==> config.mk <==
export PLATFORM = sky130hd
export DESIGN_NAME = seq_calculator_core
export DESIGN_NICKNAME = d
export VERILOG_FILES = /design/src/rtl/seq_calculator_core.sv
export SDC_FILE = /design/constraint.sdc
export NUM_CORES = 1
export LEC_CHECK = 0
export ABC_CLOCK_PERIOD_IN_PS = 2600
export BUFFER_PORTS_ARGS = -buffer_cell sky130_fd_sc_hd__buf_2
export CORE_MARGIN = 2
export CORE_UTILIZATION = 40
export CTS_BUF_LIST = sky130_fd_sc_hd__clkbuf_16
export DETAILED_ROUTE_END_ITERATION = 12
export HOLD_SLACK_MARGIN = 0.02
export PLACE_DENSITY_LB_ADDON = 0.15
export RECOVER_POWER = 50
export SKIP_LAST_GASP = 1
export SYNTH_ARGS = -nofsm -noshare
export SYNTH_HDL_FRONTEND = slang
export SYNTH_SLANG_ARGS = --single-unit
==> constraint.sdc <==
create_clock -name clk -period 2.6 [get_ports clk]
set_input_delay 0.52 -clock clk [delete_from_list [all_inputs] [get_ports clk]]
set_output_delay 0.52 -clock clk [all_outputs]
set_load 0.01 [all_outputs]
==> src/rtl/seq_calculator_core.sv <==
// Sequential calculator core: debounced buttons, operand-entry FSM, registered ALU result
// with carry/overflow/zero flags, optional result chaining, and display value/mode outputs.
module seq_calculator_core #(
    parameter int unsigned WIDTH     = 4,
    parameter int unsigned DB_CYCLES = 16,
    parameter bit          CHAIN     = 1'b1
) (
    input  logic             clk,
    input  logic             rst_n,
    input  logic [WIDTH-1:0] sw,
    input  logic [1:0]       op,
    input  logic             btn_confirm,
    input  logic             btn_clear,
    input  logic             btn_mode,
    output logic [WIDTH-1:0] operand_a,
    output logic [WIDTH-1:0] operand_b,
    output logic [WIDTH-1:0] result,
    output logic             flag_c,
    output logic             flag_v,
    output logic             flag_z,
    output logic             result_valid,
    output logic [1:0]       state,
    output logic [WIDTH-1:0] disp_value,
    output logic             disp_dec
);

    localparam int unsigned   CW     = $clog2(DB_CYCLES + 1);
    localparam logic [CW-1:0] DbLast = CW'(DB_CYCLES - 1);

    typedef enum logic [1:0] {
        StEnterA = 2'b00,
        StEnterB = 2'b01,
        StExec   = 2'b10,
        StResult = 2'b11
    } state_e;

    // Button index: 0 confirm, 1 clear, 2 mode
    logic [2:0]    btn_raw;
    logic [2:0]    sync1_q, sync2_q, level_q, pulse_q;
    logic [CW-1:0] cnt_q [3];
    logic          confirm_p, clear_p, mode_p;

    assign btn_raw   = {btn_mode, btn_clear, btn_confirm};
    assign confirm_p = pulse_q[0];
    assign clear_p   = pulse_q[1];
    assign mode_p    = pulse_q[2];

    // Synchronise each button, accept a level change after DB_CYCLES differing samples,
    // and emit a one-cycle pulse when the accepted level rises.
    always_ff @(posedge clk or negedge rst_n) begin
        if (!rst_n) begin
            sync1_q <= '0;
            sync2_q <= '0;
            level_q <= '0;
            pulse_q <= '0;
            for (int i = 0; i < 3; i++) cnt_q[i] <= '0;
        end else begin
            sync1_q <= btn_raw;
            sync2_q <= sync1_q;
            pulse_q <= '0;
            for (int i = 0; i < 3; i++) begin
                if (sync2_q[i] == level_q[i]) begin
                    cnt_q[i] <= '0;
                end else if (cnt_q[i] == DbLast) begin
                    cnt_q[i]   <= '0;
                    level_q[i] <= sync2_q[i];
                    pulse_q[i] <= sync2_q[i];
                end else begin
                    cnt_q[i] <= cnt_q[i] + CW'(1);
                end
            end
        end
    end

    state_e           state_q, state_d;
    logic [WIDTH-1:0] operand_a_q, operand_a_d, operand_b_q, operand_b_d;
    logic [WIDTH-1:0] result_q, result_d;
    logic [1:0]       op_q, op_d;
    logic             flag_c_q, flag_c_d, flag_v_q, flag_v_d, flag_z_q, flag_z_d;
    logic             disp_dec_q, disp_dec_d;

    logic [WIDTH:0]   sum_ext, diff_ext;
    logic [WIDTH-1:0] alu_res;
    logic             alu_c, alu_v;

    assign sum_ext  = {1'b0, operand_a_q} + {1'b0, operand_b_q};
    // Top bit of the widened difference is the unsigned borrow (a < b)
    assign diff_ext = {1'b0, operand_a_q} - {1'b0, operand_b_q};

    // ALU on the latched operands and opcode
    always_comb begin
        alu_res = '0;
        alu_c   = 1'b0;
        alu_v   = 1'b0;
        case (op_q)
            2'b00: begin
                alu_res = sum_ext[WIDTH-1:0];
                alu_c   = sum_ext[WIDTH];
                alu_v   = (operand_a_q[WIDTH-1] == operand_b_q[WIDTH-1]) &&
                          (alu_res[WIDTH-1] != operand_a_q[WIDTH-1]);
            end
            2'b01: begin
                alu_res = diff_ext[WIDTH-1:0];
                alu_c   = diff_ext[WIDTH];
                alu_v   = (operand_a_q[WIDTH-1] != operand_b_q[WIDTH-1]) &&
                          (alu_res[WIDTH-1] != operand_a_q[WIDTH-1]);
            end
            2'b10:   alu_res = operand_a_q & operand_b_q;
            default: alu_res = operand_a_q | operand_b_q;
        endcase
    end

    // FSM next state and datapath register updates; clear takes priority over confirm
    always_comb begin
        state_d     = state_q;
        operand_a_d = operand_a_q;
        operand_b_d = operand_b_q;
        op_d        = op_q;
        result_d    = result_q;
        flag_c_d    = flag_c_q;
        flag_v_d    = flag_v_q;
        flag_z_d    = flag_z_q;
        disp_dec_d  = disp_dec_q ^ mode_p;
        if (clear_p) begin
            state_d     = StEnterA;
            operand_a_d = '0;
            operand_b_d = '0;
            op_d        = '0;
            result_d    = '0;
            flag_c_d    = 1'b0;
            flag_v_d    = 1'b0;
            flag_z_d    = 1'b0;
        end else begin
            case (state_q)
                StEnterA: begin
                    if (confirm_p) begin
                        operand_a_d = sw;
                        state_d     = StEnterB;
                    end
                end
                StEnterB: begin
                    if (confirm_p) begin
                        operand_b_d = sw;
                        op_d        = op;
                        state_d     = StExec;
                    end
                end
                StExec: begin
                    result_d = alu_res;
                    flag_c_d = alu_c;
                    flag_v_d = alu_v;
                    flag_z_d = (alu_res == '0);
                    state_d  = StResult;
                end
                StResult: begin
                    if (confirm_p) begin
                        if (CHAIN) begin
                            operand_a_d = result_q;
                            state_d     = StEnterB;
                        end else begin
                            state_d = StEnterA;
                        end
                    end
                end
                default: state_d = StEnterA;
            endcase
        end
    end

    // State and datapath registers
    always_ff @(posedge clk or negedge rst_n) begin
        if (!rst_n) begin
            state_q     <= StEnterA;
            operand_a_q <= '0;
            operand_b_q <= '0;
            op_q        <= '0;
            result_q    <= '0;
            flag_c_q    <= 1'b0;
            flag_v_q    <= 1'b0;
            flag_z_q    <= 1'b0;
            disp_dec_q  <= 1'b0;
        end else begin
            state_q     <= state_d;
            operand_a_q <= operand_a_d;
            operand_b_q <= operand_b_d;
            op_q        <= op_d;
            result_q    <= result_d;
            flag_c_q    <= flag_c_d;
            flag_v_q    <= flag_v_d;
            flag_z_q    <= flag_z_d;
            disp_dec_q  <= disp_dec_d;
        end
    end

    assign operand_a    = operand_a_q;
    assign operand_b    = operand_b_q;
    assign result       = result_q;
    assign flag_c       = flag_c_q;
    assign flag_v       = flag_v_q;
    assign flag_z       = flag_z_q;
    assign state        = state_q;
    assign result_valid = (state_q == StResult);
    assign disp_value   = (state_q == StResult) ? result_q : sw;
    assign disp_dec     = disp_dec_q;

endmodule

-- After elaboration in Yosys (flattened, before gate mapping)
Index checks and enable logic that the tools add are counted.
- eq/ne operators: 19
- add/subtract/negate cells: 5
- bitwise operators: 6
- reductions and logical operators: 16
- mux-type cells: 37
- operator list (cell ; number):
    two-way mux 4 bit ; 8
    two-way mux 5 bit ; 6
    adder 5 x 1 -> 5 bit (second input constant) ; 3
    == test 5 x 4 -> 1 bit (second input constant) ; 3
    two-way mux 1 bit ; 12
    two-way mux 2 bit ; 6
    one-hot mux 4 bit (3 select lines) ; 1
    AND reduction 2 bit ; 5
    one-hot mux 4 bit (2 select lines) ; 1
    == test 2 bit (second input constant) ; 3
    != test 3 x 1 -> 1 bit (second input constant) ; 2
    != test 3 bit (second input constant) ; 2
    one-hot mux 2 bit (3 select lines) ; 1
    nonzero test 2 bit ; 3
    adder 4 x 4 -> 5 bit ; 1
    subtractor 4 x 4 -> 5 bit ; 1
    bitwise AND 4 bit ; 1
    == test 1 bit ; 4
    == test 2 x 1 -> 1 bit (second input constant) ; 2
    logical NOT 2 bit ; 2
    logical NOT 4 bit ; 1
    bitwise OR 4 bit ; 1
    one-hot mux 1 bit (2 select lines) ; 2
    != test 1 bit ; 3
    6 further kinds ; 9
- output and inout bits: 23
- input bits: 11
- word-level logic and storage cells: 101
- bits in registers: 47

-- Logic depth before layout (Yosys ltp)
Gate-level depths: netlist of run 1.
- depth after elaboration: 6
- mapped depth: 9
- depth with buffers taken out: 9

-- Worst setup path before layout of run 1
OpenSTA, ideal clock, no wires.
- kind: register to register
- start point: reg operand_b_q[0], in the netlist operand_b[0]
- end point: reg flag_z_q, in the netlist flag_z
- arrival: 1.907 ns
- setup time: 0.065 ns
- buffers on the path: 0
- stages on the path, launching flop included: 8
- required time: 2.535 ns
- period minus slack after synthesis: 1.973 ns
- slack: 0.627 ns
- cells stage by stage: dfrtp_1 > ha_1 > inv_1 > fa_1 > inv_1 > mux4_2 > nor3_2 > a22o_1
- word-level cells in the longest chain between the ends: 5
- elaborated cells on any way between the ends: 8
- classes of those cells: 2 x add/sub; 3 x mux; 2 x bitwise; 1 x reduce/logical
- ends and longest elaborated chain (element ; RTL line ; RTL):
    start, declared ; 76 ; logic [WIDTH-1:0] operand_a_q, operand_a_d, operand_b_q, operand_b_d;
    start signal, assigned ; 185 ; operand_b_q <= operand_b_d;
    subtractor 4 x 4 -> 5 bit (tied with other cells) ; 88 ; assign diff_ext = {1'b0, operand_a_q} - {1'b0, operand_b_q};
    one-hot mux 4 bit (3 select lines) (*) ; 95 ; case (op_q)
    logical NOT 4 bit (*) ; 152 ; flag_z_d = (alu_res == '0);
    two-way mux 1 bit (*) ; 134 ; case (state_q)
    two-way mux 1 bit (*) ; 124 ; if (clear_p) begin
    end signal, assigned ; 190 ; flag_z_q <= flag_z_d;
    end, declared ; 79 ; logic flag_c_q, flag_c_d, flag_v_q, flag_v_d, flag_z_q, flag_z_d;
Every way passes the cells marked *; elsewhere a longest branch is shown, timed or not. The select of a mux whose other input is x is not followed.
A chain may end at the register's enable or synchronous reset.

-- Worst setup path after layout of run 1
- start point: reg state_q[1], in the netlist state[1]
- end point: out disp_value[2]
- word-level cells in the longest chain between the ends: 2
- ends and longest elaborated chain (element ; RTL line ; RTL):
    start, declared ; 75 ; state_e state_q, state_d;
    start signal, assigned ; 173 ; state_q <= StEnterA;
    start signal, assigned ; 183 ; state_q <= state_d;
    == test 2 bit ; 203 ; assign disp_value = (state_q == StResult) ? result_q : sw;
    two-way mux 4 bit ; 203 ;
    end, declared ; 23 ; output logic [WIDTH-1:0] disp_value,
Every way passes these cells.

==> results of run 1 <==
through the flow:
stage,util,std cells,instance area [sq um]
6_report,0.477,351,2860
5_1_grt,0.477,351,2860
4_1_cts,0.477,351,2860
3_5_place_dp,0.454,343,2720
3_3_place_gp,0.454,343,2720
2_1_floorplan,-,243,2500
path summary, 6_finish.rpt:
kind	cells past startpoint	from	slack, ns	end
worst max register to register	9	operand_a[0]	0.49	flag_z
worst max-delay path	3	state[1]	0.49	disp_value[2]
max in group asynchronous	2	rst_n	1.36	sync2_q[2]
min in group asynchronous	2	rst_n	0.55	state[0]
worst min register to register	0	sync1_q[1]	0.35	sync2_q[1]
worst min-delay path	1	btn_clear	0.34	sync1_q[1]
layout make-up:
type | count | area share
Sequential cell | 47 | 0.412
Tap cell | 75 | 0.0328
Multi-Input combinational cell | 167 | 0.422
Timing Repair Buffer | 34 | 0.0595
Inverter | 20 | 0.0263
Clock inverter | 3 | 0.00438
Clock buffer | 5 | 0.0438
where the power goes:
group / internal (mW) / switching [mW] / leakage (nW)
clock network: 0.347 / 0.248 / 0.0762
registers: 0.794 / 0.0598 / 0.556
logic: 0.239 / 0.302 / 0.729
total: 1.38 / 0.610 / 1.36
logic make-up after synthesis:
family	count (synthesis)
DFF	47
muxes	13
xor gates and xnor gates	10
buffers and inverters	29
and+or+nand+nor	81
adders and majority gates	21
AOI/OAI and AO/OA	42
Yosys cell counts, drive strengths merged, types with 4 or more instances:
cell / n / share of area
dfrtp: 47 / 0.47
nand2: 23 / 0.035
inv: 20 / 0.030
a21oi: 19 / 0.038
ha: 19 / 0.095
nor2: 16 / 0.024
nand3: 11 / 0.022
xnor2: 9 / 0.032
mux2: 8 / 0.036
o21ai: 8 / 0.016
clkbuf: 6 / 0.0090
nand2b: 6 / 0.015
nor2b: 5 / 0.013
nor3b: 5 / 0.015
mux2i: 4 / 0.016
nand3b: 4 / 0.012
state kept, by name, indices dropped and copies added (netlist names):
signal and flops:
flag_z 1, flag_c 1, result 4, sync1_q 3, op_q 2, operand_a 4
disp_dec 1, state 2, cnt_q 15, operand_b 4, pulse_q 3, level_q 3
sync2_q 3, flag_v 1
routing by layer:
| metal | global-route usage | routed length, microns | up-vias |
|---|---|---|---|
| li1 | - | - | 890 |
| met1 | 0.214 | 2460 | 830 |
| met2 | 0.229 | 2210 | 29 |
| met3 | 0.0338 | 167 | 2 |
| met4 | 0.0358 | 23 | 0 |
| met5 | 0 | 0 | - |
==> metrics.csv, run 1 <==
stage,metric,value,unit
place,routabilityCongestion,0.760,
synthesis,synthSimpleGateAreaFrac,0.171,
clock_network,clk_pin_slew_worst_paths,0.06,ns
sta,period_minus_slack,2.11,ns
global_routing,grt_usage,0.149,
detailed_routing,drt_iter0_markers,93,
synthesis,synth-compound-area-share,0.104,
synthesis,yosysWarnings,0,
synthesis,synth-edff-count,0,
clock_network,clock_latency,0.28,ns
synthesis,synth-xor-area-share,0.0350,
hold_path,hold_path.class,in2reg,
die,die_w,83.1,microns
sta,setup-violations-final,0,
synthesis,synth_flop_cell,dfrtp_1,
place,portBuffers,33,
cells_and_area,antenna_cells,0,
clock_network,htreeDepth,2,
cells_and_area,n_fill_cell,573,
clock_network,cts-resized-gates,0,
detailed_routing,drc,0,
detailed_routing,vias_per_cell,4.99,
die,io_pins,34,
detailed_routing,num_vias,1751,
sta,fmax,474,MHz
sta,layout_setup_ws,0.490,ns
cells_and_area,layout_common_cells,"47 x dfrtp_1, 33 x buf_2, 23 x nand2_1",
power_and_ir_drop,p_leak,1.36,nW
detailed_routing,finalWirelength,4870,microns
global_routing,antenna_found_initial,0,
setup_path,cp_slowest_cell,dfrtp_1,
cells_and_area,syn_to_final_growth,14.3,%
job,drv_cap,0,
global_routing,grt_pass1_vias,1689,
global_routing,grt_pass1_wl,8290,microns
sta,slew_headroom,0.234,
place,dpl.hpwl,3530,microns
synthesis,yosysUniqueCellTypes,38,
setup_path,crit_buf_inv,1,
setup_path,path_cells,ha_1 -> mux2_2 -> buf_2,
setup_path,cp_max_fo,6,
die,core,5990,sq um
cells_and_area,multi_input_area,1200,sq um
clock_network,cts_buffer_depth,2,
outcome,status,"complete, no violations",
synthesis,async_reset_ff_frac,1.00,
sta,hold_viol,0,
die,die_y,83.1,microns
cells_and_area,final_common_cell,dfrtp_1,
die,std_cell_rows,28,
clock_network,post_cts_buffers,0,
synthesis,muxShareOfSynthArea,0.0611,
clock_network,clock_sinks,47,
synthesis,synthesis.instances,243,
setup_path,path_class,reg2out,
synthesis,yosysSeqAreaShare,0.470,
sta,fin_crit_sh,0.812,
detailed_routing,firstDrtPassIters,4,
die,start_util,0.417,
global_routing,grt_overflow,0,
clock_network,cts_hold_buf,0,
setup_path,crit_family,flip-flops,
synthesis,synth_top_family_by_area,simple AND/OR/NAND/NOR gates,
sta,rsz0062_at_grt,no,
sta,finClkSkew,0.00327,ns
synthesis,avgSynthCellArea,10.3,sq um
setup_path,worstSetupStartpointType,flip-flop,
synthesis,synth_adder_area_share,0.111,
die,dieArea,6900,sq um
sta,hold_ws,0.344,ns
synthesis,synth-seq-cells,47,
place,place_ws,0.496,ns
clock_network,clock_tree.root_cell,clkbuf_16,
power_and_ir_drop,powerDensity,696,nW/um^2
synthesis,post_synth_instance_area,2500,sq um
clock_network,numCtsBuffers,5,
setup_path,crit_arrival,1.59,ns
power_and_ir_drop,ir_drop,412,uV
setup_path,critPathMaxStageDelay,0.42,ns
sta,slew_viol_final,0,
cells_and_area,regArea,1180,sq um
detailed_routing,final_antenna_net_count,0,
sta,worstMarginPinSlew,1.15,ns
setup_path,cp-end-kind,primary output,
cells_and_area,fin_nets,307,
power_and_ir_drop,p_total,1.99,mW
cells_and_area,drive_gt1_frac,0.188,
setup_path,crit_required,2.08,ns
synthesis,syn_nets,275,
detailed_routing,wire_per_inst,13.9,microns
global_routing,grt_max_degree,48,
sta,fin_tns_setup,0,ns
clock_network,cts_tree,built,
Note: power is estimated with default switching activity, not from simulation.
==> inputs of run 2 (changes only) <==
--- a/config.mk
+++ b/config.mk
@@ -5,7 +5,7 @@
 export SDC_FILE = /design/constraint.sdc
 export NUM_CORES = 1
 export LEC_CHECK = 0
-export ABC_CLOCK_PERIOD_IN_PS = 2600
+export ABC_CLOCK_PERIOD_IN_PS = 1900
 export BUFFER_PORTS_ARGS = -buffer_cell sky130_fd_sc_hd__buf_2
 export CORE_MARGIN = 2
 export CORE_UTILIZATION = 40
==> constraint.sdc (replaced) <==
create_clock -name clk -period 1.9 [get_ports clk]
set_input_delay 0.38 -clock clk [delete_from_list [all_inputs] [get_ports clk]]
set_output_delay 0.38 -clock clk [all_outputs]
set_load 0.01 [all_outputs]
==> run 2 against run 1 <==
  * Largest power group unchanged
  * Sequential power is 38% higher
  * Cell area is 8.3% higher
  * Clock power is 34% higher
  * Combinational power is 44% higher
  * Worst setup slack worse by 0.59 ns
  * Routed wire length is 9.8% higher
  * Count of clock-buffer cells in the layout stayed put
  * Global-route usage is 1.5 points higher
  * Via count is 8.9% higher
  * Non-clock buffer count is 27 higher
  * Highest routed layer unchanged
  * Largest cell class unchanged
  * The flow now finishes with violations (setup timing)
  * Power is 39% higher
==> metrics.csv, run 2 (same netlist as run 1, synthesis figures left out) <==
stage,metric,value,unit
cells_and_area,regMostFlops,cnt_q,
power_and_ir_drop,p_sw,0.848,mW
power_and_ir_drop,sw_frac_of_total,0.307,
detailed_routing,drc,0,
power_and_ir_drop,pwr-share-clk,0.290,
cells_and_area,final_common_cell,dfrtp_1,
outcome,status,"complete, but fails checks",
hold_path,hold_path.class,in2reg,
clock_network,numCtsBuffers,5,
cells_and_area,fin_nets,334,
place,portBuffers,33,
die,std_cell_rows,28,
detailed_routing,num_vias,1907,
cells_and_area,antenna_cells,0,
sta,setup-violations-final,2,
detailed_routing,finalWirelength,5340,microns
sta,fin_crit_sh,1.05,
sta,hold_viol,0,
detailed_routing,firstDrtPassIters,4,
clock_network,clk_pin_slew_worst_paths,0.06,ns
place,routabilityCongestion,0.783,
die,dieArea,6900,sq um
power_and_ir_drop,power.internal,1.92,mW
clock_network,clock_sinks,47,
global_routing,grt_max_degree,28,
place,place_ws,-0.113,ns
sta,fin_tns_setup,-0.154,ns
sta,slew_headroom,0.268,
power_and_ir_drop,p_leak,1.46,nW
cells_and_area,post-route-util,0.517,
job,drv_cap,0,
power_and_ir_drop,powerDensity,894,nW/um^2
sta,slew_viol_final,0,
sta,period_minus_slack,2.00,ns
clock_network,cts_tree,built,
detailed_routing,final_antenna_net_count,0,
setup_path,cp-end-kind,flip-flop,
die,die_y,83.1,microns
clock_network,clock_latency,0.28,ns
detailed_routing,drt_iter0_markers,147,
clock_network,cts_hold_buf,0,
power_and_ir_drop,ir_drop,632,uV
die,start_util,0.417,
global_routing,grt_overflow,0,
setup_path,path_class,reg2reg,
global_routing,grt_pass1_vias,1898,
place,dpl.hpwl,4070,microns
sta,rsz0062_at_grt,yes,
setup_path,crit_required,2.12,ns
cells_and_area,layout_common_cells,"46 x dfrtp_1, 32 x buf_2, 27 x buf_4",
cells_and_area,syn_to_final_growth,23.8,%
power_and_ir_drop,power_frac_seq,0.428,
cells_and_area,n_fill_cell,546,
global_routing,grt_usage,0.164,
outcome,violations,setup timing,
setup_path,cp_max_fo,3,
clock_network,clock_tree.root_cell,clkbuf_16,
clock_network,htreeDepth,2,
cells_and_area,drive_gt1_frac,0.299,
clock_network,cts_buffer_depth,2,
setup_path,worstSetupStartpointType,flip-flop,
cells_and_area,largest_reg_flops,15,
global_routing,antenna_found_initial,0,
sta,finClkSkew,0.00367,ns
sta,layout_setup_ws,-0.101,ns
detailed_routing,vias_per_cell,5.07,
detailed_routing,wire_per_inst,14.2,microns
power_and_ir_drop,p_comb_frac,0.282,
sta,fmax,500,MHz
die,io_pins,34,
setup_path,crit_arrival,2.22,ns
global_routing,grt_pass1_wl,9070,microns
sta,hold_ws,0.202,ns
die,die_w,83.1,microns
die,core,5990,sq um
sta,worstMarginPinSlew,1.10,ns
[run 2: changes by cell type in the layout (fill, tap and decap cells not counted), moves of 2 or more]
cell and delta:
inv_2 +5, buf_4 +27, inv_1 -6, ha_1 -4, ha_4 +2, ha_2 +2
[run 2: stage by stage]
stage          std cells  power, mW  cell area [sq um]
2_1_floorplan        243       1.64               2500
3_3_place_gp         368       1.95               2920
3_5_place_dp         368       1.95               2920
4_1_cts              375       2.80               3080
5_1_grt              376       2.92               3090
6_report             376       2.77               3090
[run 2: final timing paths]
path,depth (start not counted),slack (ns),endpoint,start
min,1,0.20,sync1_q[1],btn_clear
max in group asynchronous,2,0.32,state[0],rst_n
min in group asynchronous,1,0.29,sync1_q[0],rst_n
max,7,-0.10,flag_z,operand_a[0]
max reg2reg,7,-0.10,flag_z,operand_a[0]
min reg2reg,0,0.35,sync2_q[2],sync1_q[2]
[run 2: layout make-up]
cell class / count / area [sq um] / area share
clock buffer: 5 / 125 / 0.0404
clock inverter: 1 / 3.75 / 0.00121
inverter: 20 / 75.1 / 0.0243
multi-input combinational: 167 / 1250 / 0.403
sequential: 47 / 1180 / 0.381
tap: 75 / 93.8 / 0.0303
timing repair buffer: 61 / 372 / 0.120
[run 2: critical path: stages (launching register included)]
cell and delay [ns]:
dfrtp_1 0.39, inv_2 0.05, ha_1 0.20, inv_1 0.07, fa_2 0.41, mux4_2 0.50
nor3_2 0.17, a22o_1 0.14
[run 2: layer usage]
layer  wire, microns  part of all wire  GRT usage
met2            2570              0.48      0.272
met4              61             0.011     0.0417
met3             217             0.041     0.0348
met1            2500              0.47      0.219
met5               0                 0          0
[run 2: repair_timing]
item                                   in CTS  in global routing
setup buffers                               1                  1
endpoints found under the hold margin       0                  0
resized for setup                           4                 10
setup endpoints to repair                   9                 10
pin swaps                                   0                  5
cloned                                      0                  0
[run 2: power groups by stage]
stage / registers [mW] / logic, mW / clock network, mW
floorplan: 1.20 / 0.441 / 0
CTS: 1.18 / 0.798 / 0.819
finish: 1.18 / 0.781 / 0.801
global route: 1.20 / 0.866 / 0.859
global placement: 1.19 / 0.763 / 0
detailed placement: 1.19 / 0.765 / 0
==> inputs of run 3 (changes only) <==
==> constraint.sdc (replaced) <==
create_clock -name clk -period 1.9 [get_ports clk]
set_input_delay 0.19 -clock clk [delete_from_list [all_inputs] [get_ports clk]]
set_output_delay 0.19 -clock clk [all_outputs]
set_load 0.01 [all_outputs]
==> run 3 against run 2 <==
  * Routed wire length grew 1.3%
  * Via count shrank 0.26%
  * Cell area grew 0.85%
  * The flow still finishes with violations (setup timing)
  * Utilization grew 0.44 points
  * Sequential share of layout area shrank 0.36 points
  * Power shrank 1.6%
  * Worst setup slack lost 0.0015 ns
  * Fmax is essentially flat
  * Final cell count grew 1.6%
  * Clock skew grew 0.0018 ns
  * Register-to-register slack is essentially flat
  * Clock power grew 1%
==> metrics.csv, run 3 (same netlist as run 1, synthesis figures left out) <==
stage,metric,value,unit
outcome,status,"complete, but fails checks",
outcome,violations,setup timing,
sta,worstMarginPinSlew,0.773,ns
cells_and_area,drive_gt1_frac,0.254,
clock_network,clock_sinks,47,
power_and_ir_drop,powerDensity,873,nW/um^2
clock_network,cts_tree,built,
detailed_routing,finalWirelength,5410,microns
sta,layout_setup_ws,-0.103,ns
power_and_ir_drop,p_leak,1.46,nW
setup_path,timing.rr.end,flag_z,
cells_and_area,largest_reg_flops,15,
detailed_routing,num_vias,1902,
detailed_routing,drc,0,
die,die_y,83.1,microns
sta,period_minus_slack,2.00,ns
clock_network,htreeDepth,2,
cells_and_area,n_fill_cell,551,
detailed_routing,firstDrtPassIters,4,
detailed_routing,wire_per_inst,14.2,microns
clock_network,clk_pin_slew_worst_paths,0.06,ns
sta,slew_headroom,0.485,
detailed_routing,vias_per_cell,4.98,
die,dieArea,6900,sq um
job,drv_cap,0,
sta,hold_viol,0,
power_and_ir_drop,ir_drop,611,uV
setup_path,worstRegToRegCells,7,
detailed_routing,drt_iter0_markers,128,
global_routing,grt_usage,0.166,
sta,hold_ws,0.181,ns
clock_network,numCtsBuffers,5,
sta,slew_viol_final,0,
global_routing,grt_max_degree,33,
cells_and_area,syn_to_final_growth,24.8,%
cells_and_area,final_common_cell,dfrtp_1,
global_routing,antenna_found_initial,0,
clock_network,clock_tree.root_cell,clkbuf_16,
place,routabilityCongestion,0.778,
cells_and_area,post-route-util,0.521,
setup_path,crit_end,flag_z,
cells_and_area,antenna_cells,0,
global_routing,grt_pass1_wl,9240,microns
clock_network,cts_buffer_depth,2,
clock_network,clock_latency,0.28,ns
setup_path,crit_arrival,2.22,ns
cells_and_area,fin_nets,338,
place,portBuffers,33,
die,core,5990,sq um
setup_path,crit_required,2.12,ns
setup_path,worstSetupStartpointType,flip-flop,
cells_and_area,layout_common_cells,"47 x dfrtp_1, 25 x buf_4, 23 x nand2_1, 23 x buf_2",
setup_path,r2r-start,operand_a[0],
setup_path,reg2reg_slack,-0.10,ns
sta,finClkSkew,0.00550,ns
global_routing,grt_pass1_vias,1889,
hold_path,hold_path.class,in2reg,
sta,fmax,499,MHz
place,dpl.hpwl,4060,microns
detailed_routing,final_antenna_net_count,0,
setup_path,path_class,reg2reg,
setup_path,cp_max_fo,3,
sta,setup-violations-final,3,
die,std_cell_rows,28,
setup_path,startpoint,operand_a[0],
die,io_pins,34,
die,die_w,83.1,microns
sta,fin_crit_sh,1.05,
die,start_util,0.417,
global_routing,grt_overflow,0,
sta,rsz0062_at_grt,yes,
cells_and_area,regMostFlops,cnt_q,
setup_path,cp-end-kind,flip-flop,
==> run 3: what timing repair did <==
action,4_1_cts,5_1_grt
hold buffers,4,0
setup buffers,0,1
pin swaps,2,10
gates resized for setup,3,11
hold endpoints to repair,33,0
endpoints found under the setup margin,3,6
==> run 3: worst min path at each step <==
stage | from | end | slack, ns | cells after the start
CTS | op[1] | op_q[1] | 0.18 | 3
global placement | rst_n | cnt_q[14] | 0.28 | 1
global route | op[0] | op_q[0] | 0.19 | 3
floorplan | rst_n | cnt_q[0] | -0.11 | 0
finish | op[1] | op_q[1] | 0.18 | 3
detailed placement | rst_n | cnt_q[12] | 0.28 | 1
==> run 3: report_power, final <==
group / internal (mW) / switching (mW) / leakage [nW]
Clock: 0.473 / 0.337 / 0.0701
Sequential: 1.09 / 0.0810 / 0.556
Combinational: 0.328 / 0.417 / 0.834
==> run 3: layout make-up <==
class | count | area (sq um) | area share
timing repair buffer | 65 | 393 | 0.126
multi-input combinational | 167 | 1250 | 0.399
clock inverter | 3 | 11.3 | 0.00361
tap | 75 | 93.8 | 0.0301
clock buffer | 5 | 125 | 0.0401
sequential | 47 | 1180 | 0.377
inverter | 20 | 75.1 | 0.0241
==> run 3: stage by stage <==
stage	total power, mW	instances	setup TNS, ns	setup WS, ns	instance area (sq um)
6_report	2.72	382	-0.169	-0.103	3120
5_1_grt	2.90	382	-0.642	-0.212	3120
4_1_cts	2.79	381	-0.144	-0.0826	3100
3_5_place_dp	1.95	369	-0.117	-0.0727	2920
3_3_place_gp	1.95	369	-0.0453	-0.0453	2920
2_1_floorplan	1.64	243	-0.117	-0.0729	2500
==> run 3: per-layer routing <==
metal  vias up  share of wire  global-route usage
li1        953              -                   -
met1       910           0.47               0.218
met2        33           0.48               0.278
met3         6          0.035              0.0348
met4         0          0.013              0.0447
met5         -              0                   0
==> run 3: critical path, cell delays in order (launching register included) <==
cell     delay [ns]
dfrtp_1        0.39
inv_2          0.05
ha_2           0.19
inv_1          0.07
fa_2           0.41
mux4_2         0.51
nor3_2         0.17
a22o_1         0.14
